$ cat src/rtl/riscv_core_pkg.sv
// riscv_core_pkg: shared loader state encoding and word geometry
package riscv_core_pkg;
  localparam int LDR_ILEN = 32;
  localparam int LDR_MWID = 8;
  localparam int BYTES_PER_WORD = LDR_ILEN / LDR_MWID;
  typedef enum logic [1:0] {LDR_IDLE, LDR_LOAD, LDR_DONE} loader_state_e;
endpackage

$ cat src/rtl/riscv_core_byte_packer.sv
// riscv_core_byte_packer: gathers stream bytes into lanes of one word and reports the word including the current byte
module riscv_core_byte_packer #(
  parameter int MWID = 8,
  parameter int SW = 4,
  parameter int LW = $clog2(SW)
) (
  input  logic             clk_i,
  input  logic             rst_n_i,
  input  logic             push_i,
  input  logic             flush_i,
  input  logic [LW-1:0]    lane_i,
  input  logic [MWID-1:0]  data_i,
  output logic [SW*MWID-1:0] word_o,
  output logic [SW-1:0]    strb_o
);
  logic [SW*MWID-1:0] buf_q;
  logic [SW-1:0] strb_q;
  always_comb begin
    word_o = buf_q;
    strb_o = strb_q;
    word_o[lane_i*MWID +: MWID] = data_i;
    strb_o[lane_i] = 1'b1;
  end
  always_ff @(posedge clk_i) begin
    if (!rst_n_i) begin
      buf_q <= '0;
      strb_q <= '0;
    end else if (push_i) begin
      buf_q <= flush_i ? '0 : word_o;
      strb_q <= flush_i ? '0 : strb_o;
    end
  end
endmodule

$ cat src/rtl/riscv_core_imem_loader.sv
// riscv_core_imem_loader: packs a boot byte stream into imem words and holds the core in reset until loaded
module riscv_core_imem_loader
  import riscv_core_pkg::*;
#(
  parameter int ALEN = 64,
  parameter int ILEN = LDR_ILEN,
  parameter int MWID = LDR_MWID,
  parameter int MLEN = 256,
  parameter int CNTW = $clog2(MLEN) + 1
) (
  input  logic                 i_loader_clk,
  input  logic                 i_loader_rst_n,
  input  logic                 i_start,
  input  logic [ALEN-1:0]      i_base_addr,
  input  logic [CNTW-1:0]      i_num_bytes,
  input  logic                 i_s_valid,
  input  logic [MWID-1:0]      i_s_data,
  output logic                 o_s_ready,
  output logic                 o_wr_en,
  output logic [ALEN-1:0]      o_wr_addr,
  output logic [ILEN-1:0]      o_wr_data,
  output logic [ILEN/MWID-1:0] o_wr_strb,
  output logic                 o_busy,
  output logic                 o_done,
  output logic                 o_err,
  output logic                 o_core_rst_n
);
  localparam int SW = ILEN / MWID;
  localparam int LW = $clog2(SW);
  loader_state_e state_q, state_d;
  logic [ALEN-1:0] base_q, wr_addr_q;
  logic [CNTW-1:0] num_q, cnt_q;
  logic [ILEN-1:0] wr_data_q, pk_word;
  logic [SW-1:0] wr_strb_q, pk_strb;
  logic err_q, wr_en_q, core_rst_n_q;
  logic bad, xfer, last, flush;
  logic [LW-1:0] lane;
  assign lane = cnt_q[LW-1:0];
  // window check is done one bit wider than the address so base+num cannot wrap
  assign bad = (|i_base_addr[1:0]) ||
               (({1'b0, i_base_addr} + (ALEN+1)'(i_num_bytes)) > (ALEN+1)'(MLEN));
  assign xfer = (state_q == LDR_LOAD) && i_s_valid;
  assign last = xfer && ((cnt_q + CNTW'(1)) == num_q);
  assign flush = xfer && ((lane == LW'(SW-1)) || last);
  assign state_d = state_q == LDR_IDLE ? (i_start ? ((bad || i_num_bytes == '0) ? LDR_DONE : LDR_LOAD) : LDR_IDLE)
                 : state_q == LDR_LOAD ? (last ? LDR_DONE : LDR_LOAD)
                 : LDR_IDLE;
  riscv_core_byte_packer #(.MWID(MWID), .SW(SW), .LW(LW)) u_packer (
    .clk_i  (i_loader_clk),
    .rst_n_i(i_loader_rst_n),
    .push_i (xfer),
    .flush_i(flush),
    .lane_i (lane),
    .data_i (i_s_data),
    .word_o (pk_word),
    .strb_o (pk_strb)
  );
  always_ff @(posedge i_loader_clk) begin
    if (!i_loader_rst_n) begin
      state_q <= LDR_IDLE;
      base_q <= '0;
      num_q <= '0;
      cnt_q <= '0;
      err_q <= 1'b0;
      wr_en_q <= 1'b0;
      wr_addr_q <= '0;
      wr_data_q <= '0;
      wr_strb_q <= '0;
      core_rst_n_q <= 1'b0;
    end else begin
      state_q <= state_d;
      if (state_q == LDR_IDLE && i_start) begin
        base_q <= i_base_addr;
        num_q <= i_num_bytes;
        cnt_q <= '0;
        err_q <= bad;
      end
      if (xfer) cnt_q <= cnt_q + CNTW'(1);
      wr_en_q <= flush;
      if (flush) begin
        wr_addr_q <= base_q + ALEN'({cnt_q[CNTW-1:LW], LW'(0)});
        wr_data_q <= pk_word;
        wr_strb_q <= pk_strb;
      end
      if (state_q == LDR_DONE && !err_q) core_rst_n_q <= 1'b1;
    end
  end
  assign o_s_ready = state_q == LDR_LOAD;
  assign o_busy = state_q == LDR_LOAD;
  assign o_done = state_q == LDR_DONE;
  assign o_err = err_q;
  assign o_wr_en = wr_en_q;
  assign o_wr_addr = wr_addr_q;
  assign o_wr_data = wr_data_q;
  assign o_wr_strb = wr_strb_q;
  assign o_core_rst_n = core_rst_n_q;
endmodule
$ cat config.mk
export PLATFORM = sky130hd
export DESIGN_NAME = riscv_core_imem_loader
export DESIGN_NICKNAME = d
export VERILOG_FILES = /design/src/rtl/riscv_core_pkg.sv /design/src/rtl/riscv_core_byte_packer.sv /design/src/rtl/riscv_core_imem_loader.sv
export SDC_FILE = /design/constraint.sdc
export NUM_CORES = 1
export LEC_CHECK = 0
export CAP_MARGIN = 20
export CORE_MARGIN = 3
export CORE_UTILIZATION = 54
export DETAILED_ROUTE_END_ITERATION = 8
export PLACE_DENSITY = 0.78
export SYNTH_ARGS = -nofsm -noshare
export SYNTH_HDL_FRONTEND = slang
export SYNTH_HIERARCHICAL = 1
export SYNTH_SLANG_ARGS = --single-unit
$ cat constraint.sdc
create_clock -name i_loader_clk -period 5.4 [get_ports i_loader_clk]
set_input_delay 0.54 -clock i_loader_clk [delete_from_list [all_inputs] [get_ports i_loader_clk]]
set_output_delay 0.54 -clock i_loader_clk [all_outputs]
set_load 0.02 [all_outputs]
==> impl_summary.log, run 1 <==
INFO  metric cap_violations = 0
INFO  metric synth_top_cell_area_share = 0.377
INFO  metric worst-endpoint-required = between 5 and 6 ns
INFO  metric outcome = finished, final reports clean
INFO  metric power_per_cell_area = 255 mW/mm^2
INFO  metric report.final.hold_viol_count = 0
INFO  metric detail_route.vias_per_cell = around 6.0
INFO  metric final_cell_utilization_of_the_core = 0.685
INFO  metric final_antenna_net_count = 0
INFO  metric die_height = 154 um
INFO  metric final_layout_size_suffix_gt1_frac = 0.0455
INFO  metric routed_wire_length_per_instance = 17.9 um
INFO  metric core_area = 0.0213 sq mm
INFO  metric grt_pass1_wl = about 56000 um
INFO  metric clock_path_buffers = 3
INFO  metric synth_top_flop_cell = sky130_fd_sc_hd__dfxtp_1
INFO  metric port_buffers = 190
INFO  metric clk_pin_slew_worst_paths = 0.06 ns
INFO  metric worst_slew_pin_slew = about 0.94 ns
INFO  metric syn_nets = 1666
INFO  metric core.rowCount = 53
INFO  metric num-fill-cells = 1873
INFO  metric cp.arrival = 4.21 ns
INFO  metric layout_worst_path_cycle_share = 0.711
INFO  metric post-synth-top-area-cell = sky130_fd_sc_hd__dfxtp_1
INFO  metric htree_levels = 1
INFO  metric power.net_switching = 0.000910 W
INFO  metric clockRootBuffer = sky130_fd_sc_hd__clkbuf_16
INFO  metric fp.dieArea = 0.0237 sq mm
INFO  metric crit_fanout = 8
INFO  metric vdd_drop_max = 231 uV
INFO  metric internal_power = about 0.0028 W
INFO  metric p_leak = 4.88 nW
INFO  metric ys.warnings.count = 6
INFO  metric power_frac_seq = 0.461
INFO  metric post-route-min-period = ~3.8 ns
INFO  metric cts_hold_bufs = 0
INFO  metric grt.total_usage = 0.281
INFO  metric postCtsResizedCells = 0
INFO  metric cell_with_the_most_instances_after_synthesis = sky130_fd_sc_hd__nand2_1
INFO  metric p_sw_frac = 0.245
INFO  metric worstSkewPairLatency = 0.52 ns
INFO  metric pin_count = 191
INFO  metric yosysUniqueCellTypes = 69
INFO  metric final_max_slew_viol_count = 0
INFO  metric detailed_place_hpwl = 24900 um
INFO  metric grt_pass1_vias = 10700
INFO  metric timing.max_slew.rel_slack = 0.368
INFO  metric syn_area = 0.0118 sq mm
INFO  metric routed-via-count = 11700
INFO  metric ys_seq_area_frac = 0.377
INFO  metric max_freq = 260 MHz
INFO  metric final.setup.tns = 0 ns
INFO  metric detail_route.iter0.violations = 944
INFO  metric p_clk_frac = 0.442
INFO  metric fin_worst_skew = 0.00667 ns
INFO  metric setup_repair_after_global_routing_missed_its_margin = false
INFO  metric antenna_found_initial = 3
INFO  metric grt_max_degree = 111
INFO  metric drt-total-wl = 35300 um
INFO  metric clock_tree_from_tritoncts = done
INFO  metric worst-setup-path-type = input port to flop
INFO  metric final.setup.worst_slack = ~1.6 ns
INFO  metric area_contributors_post_synth = sky130_fd_sc_hd__dfxtp_1 (38%), sky130_fd_sc_hd__nand2_1 (10%), sky130_fd_sc_hd__a21oi_1 (7.4%)
INFO  metric dpl_worst_slack = 1.08 ns
INFO  metric iteration_count_of_the_initial_detailed_routing_pass = 7
INFO  metric initial_utilization = 0.556
INFO  metric cp-start-kind = input port
INFO  metric synth_area_per_cell = between 7 and 8 sq um
INFO  metric routabilityCongestion = 1.04
INFO  metric ys_async_sr_fraction = 0
INFO  metric synth_commonest_cells = sky130_fd_sc_hd__nand2_1 (323), sky130_fd_sc_hd__dfxtp_1 (223), sky130_fd_sc_hd__a21oi_1 (175)
INFO  metric syn2layout_area_growth = 23.3%
INFO  metric drcViolationCount = 0
INFO  metric netlist_instances = 1554
INFO  metric synth-edff-count = 0
INFO  metric cts_buffer_count = 24
INFO  metric floorplan_die_width = 154 um
INFO  metric share_comb_of_total_power = 0.097
INFO  metric critPathCaptureType = flop
INFO  metric yosys_register_bits = 223
INFO  metric nNetsFinal = 1788
INFO  metric finalSetupViolCount = 0
INFO  metric clock-sinks = 223
INFO  metric grt_overflow = 0
INFO  metric min-delay-path-class = flop to flop
INFO  metric cts_post_setup_buffers_inserted = 0
[critical path, cell delays in order]
cell,delay [ns]
sky130_fd_sc_hd__clkdlybuf4s50_1,0.68
sky130_fd_sc_hd__nand4_2,0.25
sky130_fd_sc_hd__or4_1,0.62
sky130_fd_sc_hd__or3_1,0.47
sky130_fd_sc_hd__or4_4,0.49
sky130_fd_sc_hd__mux2_4,0.32
sky130_fd_sc_hd__nor4_2,0.30
sky130_fd_sc_hd__nand4_1,0.14
sky130_fd_sc_hd__nor4_2,0.26
sky130_fd_sc_hd__a31oi_1,0.14
[path summary, 6_finish.rpt]
path	start	end	slack, ns	cells after the start
min	o_wr_addr[2]	o_wr_addr[2]	0.45	2
max	i_base_addr[20]	state_q[1]	1.56	10
min reg2reg	o_wr_addr[2]	o_wr_addr[2]	0.45	2
max reg2reg	cnt_q[0]	o_wr_addr[14]	1.60	11
[state kept, by name, indices dropped and copies added, names as in the netlist]
name and count:
base_q 64, num_q 9, o_wr_en 1, o_wr_addr 64, cnt_q 9, u_packer/buf_q 32, o_wr_strb 4, state_q 2
u_packer/strb_q 4, o_err 1, o_wr_data 32, o_core_rst_n 1
[final cells by class]
cell class / instances / area (sq um) / share of cell area
Inverter: 36 / 140 / 0.00961
Clock inverter: 9 / 106 / 0.00729
Sequential cell: 223 / 4460 / 0.306
Clock buffer: 34 / 688 / 0.0472
Antenna cell: 2 / 5.00 / 0.000343
Multi-Input combinational cell: 1184 / 6780 / 0.465
Timing Repair Buffer: 207 / 2050 / 0.141
Tap cell: 275 / 344 / 0.0236
[power groups by stage]
stage	combinational [W]	clock (W)	sequential, W
floorplan	0.000206	0	0.00174
global placement	0.000352	0	0.00175
global route	0.000393	0.00174	0.00172
finish	0.000362	0.00164	0.00171
CTS	0.000356	0.00167	0.00171
detailed placement	0.000354	0	0.00175
[metal layers]
metal | GRT usage | routed length, um
met5 | 0 | 13
met4 | 0.0858 | 1150
met3 | 0.0402 | 2300
met2 | 0.441 | 15900
met1 | 0.403 | 15900
[per-stage QoR]
step                power, W  hold WS [ns]  instance area [sq um]  instances
floorplan            0.00195         0.429                  11800       1554
global placement     0.00210         0.439                  13800       1925
detailed placement   0.00210         0.444                  13800       1925
CTS                  0.00373         0.452                  14600       1968
global route         0.00385         0.470                  14600       1970
finish               0.00372         0.453                  14600       1970
[cell families after synthesis]
| logic type | after synthesis | share of synthesized area |
|---|---|---|
| compound gates | 355 | 0.188 |
| simple gates | 696 | 0.275 |
| xor+xnor | 100 | 0.0740 |
| buf+inv | 147 | 0.0507 |
| fa+ha+maj | 27 | 0.0298 |
| mux | 6 | 0.00550 |
| flops | 223 | 0.377 |
[cell usage in the layout, fill, tap and decap left out, types with 6 or more instances in the layout]
cell | Yosys | layout
sky130_fd_sc_hd__and3_1 | 17 | 17
sky130_fd_sc_hd__nand3_1 | 46 | 46
sky130_fd_sc_hd__dfxtp_1 | 223 | 223
sky130_fd_sc_hd__a22o_1 | 24 | 24
sky130_fd_sc_hd__or3_1 | 10 | 10
sky130_fd_sc_hd__xnor2_1 | 46 | 46
sky130_fd_sc_hd__nand2_1 | 323 | 322
sky130_fd_sc_hd__inv_1 | 34 | 33
sky130_fd_sc_hd__nor4_1 | 12 | 12
sky130_fd_sc_hd__nor2b_1 | 18 | 18
sky130_fd_sc_hd__a21oi_1 | 175 | 175
sky130_fd_sc_hd__and2_1 | 10 | 9
sky130_fd_sc_hd__buf_4 | 2 | 15
sky130_fd_sc_hd__nand4_1 | 70 | 70
sky130_fd_sc_hd__a32oi_1 | 8 | 8
sky130_fd_sc_hd__a31oi_1 | 11 | 11
sky130_fd_sc_hd__a211oi_1 | 60 | 60
sky130_fd_sc_hd__clkinv_2 | 0 | 6
sky130_fd_sc_hd__and4_1 | 7 | 7
sky130_fd_sc_hd__or2_2 | 8 | 8
sky130_fd_sc_hd__ha_1 | 25 | 25
sky130_fd_sc_hd__clkbuf_16 | 0 | 24
sky130_fd_sc_hd__nor2_1 | 120 | 120
sky130_fd_sc_hd__xor2_1 | 54 | 54
sky130_fd_sc_hd__nor3_1 | 28 | 28
sky130_fd_sc_hd__o21ai_0 | 29 | 29
sky130_fd_sc_hd__clkdlybuf4s50_1 | 0 | 190
Note: power is estimated with default switching activity, not from simulation.
==> inputs of run 2 (changes only) <==
--- a/config.mk
+++ b/config.mk
@@ -7,9 +7,9 @@
 export LEC_CHECK = 0
 export CAP_MARGIN = 20
 export CORE_MARGIN = 3
-export CORE_UTILIZATION = 54
+export CORE_UTILIZATION = 49
 export DETAILED_ROUTE_END_ITERATION = 8
-export PLACE_DENSITY = 0.78
+export PLACE_DENSITY = 0.75
 export SYNTH_ARGS = -nofsm -noshare
 export SYNTH_HDL_FRONTEND = slang
 export SYNTH_HIERARCHICAL = 1
==> constraint.sdc (replaced) <==
create_clock -name i_loader_clk -period 3.2 [get_ports i_loader_clk]
set_input_delay 0.32 -clock i_loader_clk [delete_from_list [all_inputs] [get_ports i_loader_clk]]
set_output_delay 0.32 -clock i_loader_clk [all_outputs]
set_load 0.02 [all_outputs]
==> run 2 against run 1 <==
Net effect: cell count rose by 9.8%; register-to-register slack worse by 1.4 ns; non-clock buffer count increased by 151; largest cell class unchanged; sequential share of layout area is 2.6 points lower; highest routed layer is now met4; worst hold slack worse by 0.27 ns; critical path depth rose by 1; critical path type unchanged; via count increased by 3.4%; combinational power up 110%; core utilization decreased by 0.95 points; critical endpoint is now state_q[0].
==> impl_summary.log, run 2 (same netlist as run 1, synthesis figures left out) <==
INFO  metric outcome = finished, final reports clean
INFO  metric fin_area = 0.0160 sq mm (+9.4%)
INFO  metric final_layout_size_suffix_gt1_frac = 0.132 (+0.0863)
INFO  metric max_freq = between 300 and 400 MHz
INFO  metric cp.arrival = 3.58 ns (-0.63 ns)
INFO  metric grt_pass1_vias = 11500 (+7.2%)
INFO  metric core.rowCount = 56 (+5.7%)
INFO  metric drcViolationCount = 0 (unchanged)
INFO  metric post_dp_cell_area = 0.0150 sq mm (+8.7%)
INFO  metric clock-sinks = 223 (unchanged)
INFO  metric syn2layout_area_growth = 34.8%
INFO  metric rr_startpoint = cnt_q[3]
INFO  metric layout_worst_path_cycle_share = 0.975
INFO  metric timing.critical_path.cells = clkdlybuf4s50_1, nand4_4, or4_4, or3_4, or4_4, mux2_4, nor4_4, nand4_1, nor4_2, buf_4, a32o_1
INFO  metric worst-endpoint-required = 3.66 ns (-2.11 ns)
INFO  metric pin_count = 191 (unchanged)
INFO  metric clock_tree_from_tritoncts = done
INFO  metric total_instance_count_after_detailed_placement = 2117 (+10%)
INFO  metric grt_overflow = 0 (unchanged)
INFO  metric ant_diodes = 0 (-2)
INFO  metric detailroute.wirelength.met3 = 2080 um (-9.8%)
INFO  metric final_max_slew_viol_count = 0 (unchanged)
INFO  metric antenna_found_initial = 0 (-3)
INFO  metric reg2reg_depth = 12 (+1)
INFO  metric clk_pin_slew_worst_paths = 0.06 ns (about the same)
INFO  metric worst-setup-path-type = input port to flop
INFO  metric min-delay-path-class = input port to flop
INFO  metric drt-met1-wl = 17500 um (+9.8%)
INFO  metric drt-total-wl = 37700 um (+6.7%)
INFO  metric fp.dieArea = 0.0261 sq mm (+9.8%)
INFO  metric reg2reg_to = o_wr_addr[59]
INFO  metric clock_path_buffers = 3 (unchanged)
INFO  metric worstSkewPairLatency = 0.53 ns (about the same)
INFO  metric initial_utilization = 0.501 (-0.0548)
INFO  metric p_leak = 5.77 nW (+18%)
INFO  metric cpPeakStageDelay = 0.56 ns (-0.12 ns)
INFO  metric cp-start-kind = input port
INFO  metric finalSetupViolCount = 0 (unchanged)
INFO  metric routed-via-count = 12100 (+3.4%)
INFO  metric stdcell_count = 2163 (+9.8%)
INFO  metric clockRootBuffer = sky130_fd_sc_hd__clkbuf_16
INFO  metric floorplan_die_width = 161 um (+4.8%)
INFO  metric cts_buffer_count = 25 (+4.2%)
INFO  metric detail_route.vias_per_cell = 5.60 (-5.9%)
INFO  metric grt_pass1_wl = 60200 um (+7.4%)
INFO  metric worst_slew_pin_slew = 0.873 ns (-0.0666 ns)
INFO  metric leading_cell_types_in_the_layout_fill_and_taps_excluded = sky130_fd_sc_hd__nand2_1 (322), sky130_fd_sc_hd__dfxtp_1 (222), sky130_fd_sc_hd__a21oi_1 (174)
INFO  metric die_height = 161 um (+4.8%)
INFO  metric grt.total_usage = 0.277 (-0.00386)
INFO  metric ff2ff_setup_slack = 0.21 ns (-1.39 ns)
INFO  metric routed_wire_length_per_instance = 17.4 um (-2.8%)
INFO  metric dpl_worst_slack = -0.690 ns (-1.77 ns)
INFO  metric crit_slowest_cell = sky130_fd_sc_hd__or4_4
INFO  metric detailed_place_hpwl = 27800 um (+12%)
INFO  metric final_common_cell = sky130_fd_sc_hd__nand2_1
INFO  metric detail_route.iter0.violations = 1120 (+19%)
INFO  metric total_power = 0.00642 W (+73%)
INFO  metric cp_common_cell = sky130_fd_sc_hd__or4_4
INFO  metric power_per_cell_area = 403 mW/mm^2 (+58%)
INFO  metric crit_fanout = 3 (-5)
INFO  metric critPathCaptureType = flop
INFO  metric cts_hold_bufs = 0 (unchanged)
INFO  metric core_area = 0.0236 sq mm (+11%)
INFO  metric htree_levels = 1 (unchanged)
INFO  metric post-route-min-period = 3.12 ns
INFO  metric nNetsFinal = 1940 (+8.5%)
INFO  metric startpoint = i_base_addr[21]
INFO  metric grt_max_degree = 82 (-26%)
INFO  metric top_signal_layer_used = met4
INFO  metric fin_worst_skew = 0.0128 ns (+0.00614 ns)
INFO  metric met2_length = 17300 um (+8.9%)
INFO  metric report.final.hold_viol_count = 0 (unchanged)
INFO  metric final_antenna_net_count = 0 (unchanged)
INFO  metric final.setup.worst_slack = 0.0812 ns (-1.48 ns)
INFO  metric iteration_count_of_the_initial_detailed_routing_pass = 5 (-2)
INFO  metric timing.max_slew.rel_slack = 0.418 (+0.0492)
INFO  metric routabilityCongestion = 0.957 (-7.6%)
INFO  metric cap_violations = 0 (unchanged)
INFO  metric endpoint = state_q[0]
INFO  metric vdd_drop_max = 365 uV (+58%)
INFO  metric port_buffers = 190 (unchanged)
==> run 2: cell count changes in the layout (fill, tap and decap cells not counted), moves of 3 or more <==
cell,previous run,this run
sky130_fd_sc_hd__clkinv_2,6,3
sky130_fd_sc_hd__dlymetal6s2s_1,0,16
sky130_fd_sc_hd__buf_4,15,165
sky130_fd_sc_hd__ha_4,0,4
sky130_fd_sc_hd__ha_1,25,19
sky130_fd_sc_hd__clkinv_4,0,3
sky130_fd_sc_hd__clkdlybuf4s50_1,190,173
==> run 2: area by class of cell <==
| cell class | instances | area (sq um) |
|---|---|---|
| Fill cell | 2051 | 7660 |
| Tap cell | 319 | 399 |
| Multi-Input combinational cell | 1184 | 6920 |
| Clock inverter | 9 | 88.8 |
| Inverter | 36 | 140 |
| Timing Repair Buffer | 358 | 3250 |
| Sequential cell | 223 | 4470 |
| Clock buffer | 34 | 699 |
==> run 2: timing repair <==
action                     4_1_cts  5_1_grt
cloned                           0        0
pin swaps                        2       13
resized for setup                6       32
setup endpoints to repair        3       62
setup buffers                    0        3
==> run 2: how the worst min path moves through the flow <==
| stage | start | endpoint | cells after the start |
|---|---|---|---|
| floorplan | u_packer/strb_q[0] | u_packer/strb_q[0] | 2 |
| global placement | u_packer/buf_q[12] | u_packer/buf_q[12] | 2 |
| detailed placement | u_packer/buf_q[18] | u_packer/buf_q[18] | 2 |
| CTS | i_base_addr[5] | base_q[5] | 3 |
| global route | i_base_addr[5] | base_q[5] | 3 |
| finish | i_base_addr[5] | base_q[5] | 3 |
==> run 2: per-layer routing <==
| layer | GRT usage | vias up |
|---|---|---|
| met4 | 0.0626 | 0 |
| met3 | 0.0321 | 60 |
| met5 | 0 | - |
| met2 | 0.449 | 381 |
| li1 | - | 5992 |
| met1 | 0.399 | 5686 |
==> run 2: metrics by stage <==
| step | util | hold slack [ns] | TNS, ns |
|---|---|---|---|
| floorplan | - | 0.429 | 0 |
| global placement | 0.634 | 0.439 | -1.94 |
| detailed placement | 0.634 | 0.445 | -2.07 |
| CTS | 0.669 | 0.433 | 0 |
| global route | 0.676 | 0.184 | -0.103 |
| finish | 0.676 | 0.178 | 0 |
==> run 2: power by group <==
part	internal (W)	switching, W
logic	0.000346	0.000416
registers	0.00283	0.0000558
clock network	0.00161	0.00116
==> run 2: worst max-delay path: cells and delay by family <==
family,cells,cell delay (ns)
compound gates,1,0.15
buf+inv,2,0.69
mux,1,0.33
simple gates,7,2.09
==> inputs of run 3 (changes only) <==
--- a/config.mk
+++ b/config.mk
@@ -8,6 +8,7 @@
 export CAP_MARGIN = 20
 export CORE_MARGIN = 3
 export CORE_UTILIZATION = 49
+export CTS_CLUSTER_DIAMETER = 60
 export DETAILED_ROUTE_END_ITERATION = 8
 export PLACE_DENSITY = 0.75
 export SYNTH_ARGS = -nofsm -noshare
==> run 3 against run 2 <==
Net effect: register-to-register slack about the same; flip-flop and latch count unchanged; critical endpoint is now o_err; global-route usage down 0.083 points; core utilization increased by 0.41 points; largest cell class unchanged.
==> impl_summary.log, run 3 (same netlist as run 1, synthesis figures left out) <==
INFO  metric outcome = finished, final reports clean
INFO  metric critPathCaptureType = flop
INFO  metric top_usage_layer = met2
INFO  metric antenna_found_initial = 0 (unchanged)
INFO  metric final_antenna_net_count = 0 (unchanged)
INFO  metric report.final.hold_viol_count = 0 (unchanged)
INFO  metric clock_path_buffers = 3 (unchanged)
INFO  metric final_max_slew_viol_count = 0 (unchanged)
INFO  metric grt.total_usage = 0.277 (-0.000834)
INFO  metric ant_diodes = 0 (unchanged)
INFO  metric final_common_cell = sky130_fd_sc_hd__nand2_1
INFO  metric routabilityCongestion = 0.957 (unchanged)
INFO  metric detail_route.vias_per_cell = 5.60 (about the same)
INFO  metric routed-via-count = 12100 (+0.20%)
INFO  metric dpl_worst_slack = -0.690 ns (unchanged)
INFO  metric die_height = 161 um (unchanged)
INFO  metric power_per_cell_area = 412 mW/mm^2 (+2.4%)
INFO  metric total_power = 0.00661 W (+3.0%)
INFO  metric final.setup.worst_slack = 0.0826 ns (+0.00139 ns)
INFO  metric syn2layout_area_growth = 35.7%
INFO  metric cp.arrival = 3.51 ns (-0.07 ns)
INFO  metric grt_util_met1 = 0.394 (-0.00432)
INFO  metric clock_tree_from_tritoncts = done
INFO  metric cp-start-kind = input port
INFO  metric worstSkewPairLatency = 0.54 ns (about the same)
INFO  metric post-route-min-period = 3.12 ns (-0.00139 ns)
INFO  metric fin_worst_skew = 0.0221 ns (+0.00927 ns)
INFO  metric grt_pass1_wl = 60000 um (-0.28%)
INFO  metric detail_route.iter0.violations = 1058 (-5.5%)
INFO  metric routed_wire_length_per_instance = 17.3 um (-0.65%)
INFO  metric vdd_drop_max = 336 uV (-8.0%)
INFO  metric drcViolationCount = 0 (unchanged)
INFO  metric clock-sinks = 223 (unchanged)
INFO  metric clk_pin_slew_worst_paths = 0.06 ns (about the same)
INFO  metric core.rowCount = 56 (unchanged)
INFO  metric cap_violations = 0 (unchanged)
INFO  metric layout_worst_path_cycle_share = 0.974 (about the same)
INFO  metric pin_count = 191 (unchanged)
INFO  metric grt_pass1_vias = 11400 (-0.56%)
INFO  metric cts_buffer_count = 26 (+4.0%)
INFO  metric worst_slew_pin_slew = 0.882 ns (+0.00897 ns)
INFO  metric final_layout_size_suffix_gt1_frac = 0.136 (+0.00451)
INFO  metric p_leak = 5.83 nW (+1.0%)
INFO  metric initial_utilization = 0.501 (unchanged)
INFO  metric floorplan_die_width = 161 um (unchanged)
INFO  metric min-delay-path-class = input port to flop
INFO  metric timing.max_slew.rel_slack = 0.412 (-0.00598)
INFO  metric finalSetupViolCount = 0 (unchanged)
INFO  metric globalRouteMet3Util = 0.0349 (+0.00282)
INFO  metric clockRootBuffer = sky130_fd_sc_hd__clkbuf_16
INFO  metric worst_hold_slack = 0.168 ns (-0.00976 ns)
INFO  metric max_freq = 321 MHz (about the same)
INFO  metric crit_fanout = 3 (unchanged)
INFO  metric fp.dieArea = 0.0261 sq mm (unchanged)
INFO  metric worst-endpoint-required = 3.60 ns (-0.06 ns)
INFO  metric grt_util_met2 = 0.446 (-0.00307)
INFO  metric drt-total-wl = 37500 um (-0.42%)
INFO  metric port_buffers = 190 (unchanged)
INFO  metric grt_overflow = 0 (unchanged)
INFO  metric core_area = 0.0236 sq mm (unchanged)
INFO  metric leading_cell_types_in_the_layout_fill_and_taps_excluded = sky130_fd_sc_hd__nand2_1 (322), sky130_fd_sc_hd__dfxtp_1 (222), sky130_fd_sc_hd__a21oi_1 (174)
INFO  metric iteration_count_of_the_initial_detailed_routing_pass = 5 (unchanged)
INFO  metric nNetsFinal = 1942 (+0.10%)
INFO  metric htree_levels = 1 (unchanged)
INFO  metric worst-setup-path-type = input port to flop
INFO  metric detailed_place_hpwl = 27800 um (unchanged)
INFO  metric grt_max_degree = 82 (unchanged)
## run 3: cell types whose count changed in the layout (fill, tap and decap cells not counted), sizes merged
cell	previous run	this run
buf	168	169
clkbuf	34	35
clkinv	7	8
clkinvlp	0	1
inv	37	38
## run 3: final cells by class
cell class	count	area [sq um]
fillers	2035	7560
multi-input cells	1184	6920
flip-flops and latches	223	4470
repair buffers	359	3250
clock buffers	35	766
well taps	319	399
inverters	36	140
clock inverters	12	109
## run 3: report_power, final
group / internal [W] / switching (W)
logic: 0.000346 / 0.000413
clock network: 0.00177 / 0.00120
registers: 0.00283 / 0.0000553
## run 3: routing by layer
| metal | vias up | wire (um) |
|---|---|---|
| li1 | 6003 | - |
| met3 | 62 | 2300 |
| met5 | - | 0 |
| met1 | 5646 | 17200 |
| met2 | 432 | 17100 |
| met4 | 0 | 945 |
## run 3: path summary, 6_finish.rpt
kind,startpoint,to,slack (ns),depth (start not counted)
worst min-delay path,i_base_addr[5],base_q[5],0.17,3
worst min register to register,o_wr_data[19],o_wr_data[19],0.45,2
worst max register to register,cnt_q[3],o_wr_addr[63],0.22,12
worst max-delay path,i_base_addr[21],o_err,0.08,11
## run 3: critical path, stage by stage
cell and delay (ns):
sky130_fd_sc_hd__clkdlybuf4s50_1 0.53, sky130_fd_sc_hd__nand4_4 0.09, sky130_fd_sc_hd__or4_4 0.55, sky130_fd_sc_hd__or3_4 0.35, sky130_fd_sc_hd__or4_4 0.44, sky130_fd_sc_hd__mux2_4 0.33
sky130_fd_sc_hd__nor4_4 0.24, sky130_fd_sc_hd__nand4_1 0.14, sky130_fd_sc_hd__nor4_2 0.29, sky130_fd_sc_hd__buf_4 0.17, sky130_fd_sc_hd__a31oi_1 0.07
## run 3: through the flow
step / area (sq um) / utilization / TNS (ns) / cells
3_3_place_gp: 15000 / 0.634 / -1.94 / 2117
5_1_grt: 16100 / 0.680 / -0.0390 / 2168
3_5_place_dp: 15000 / 0.634 / -2.07 / 2117
4_1_cts: 15900 / 0.672 / 0 / 2164
2_1_floorplan: 11900 / - / 0 / 1554
6_report: 16100 / 0.680 / 0 / 2168
## run 3: timing repair
item | in CTS | in global routing
setup endpoints to repair | 3 | 63
hold buffers | 0 | 0
setup buffers | 0 | 4
gates cloned | 0 | 0
resized for setup | 5 | 33
pin swaps | 2 | 14
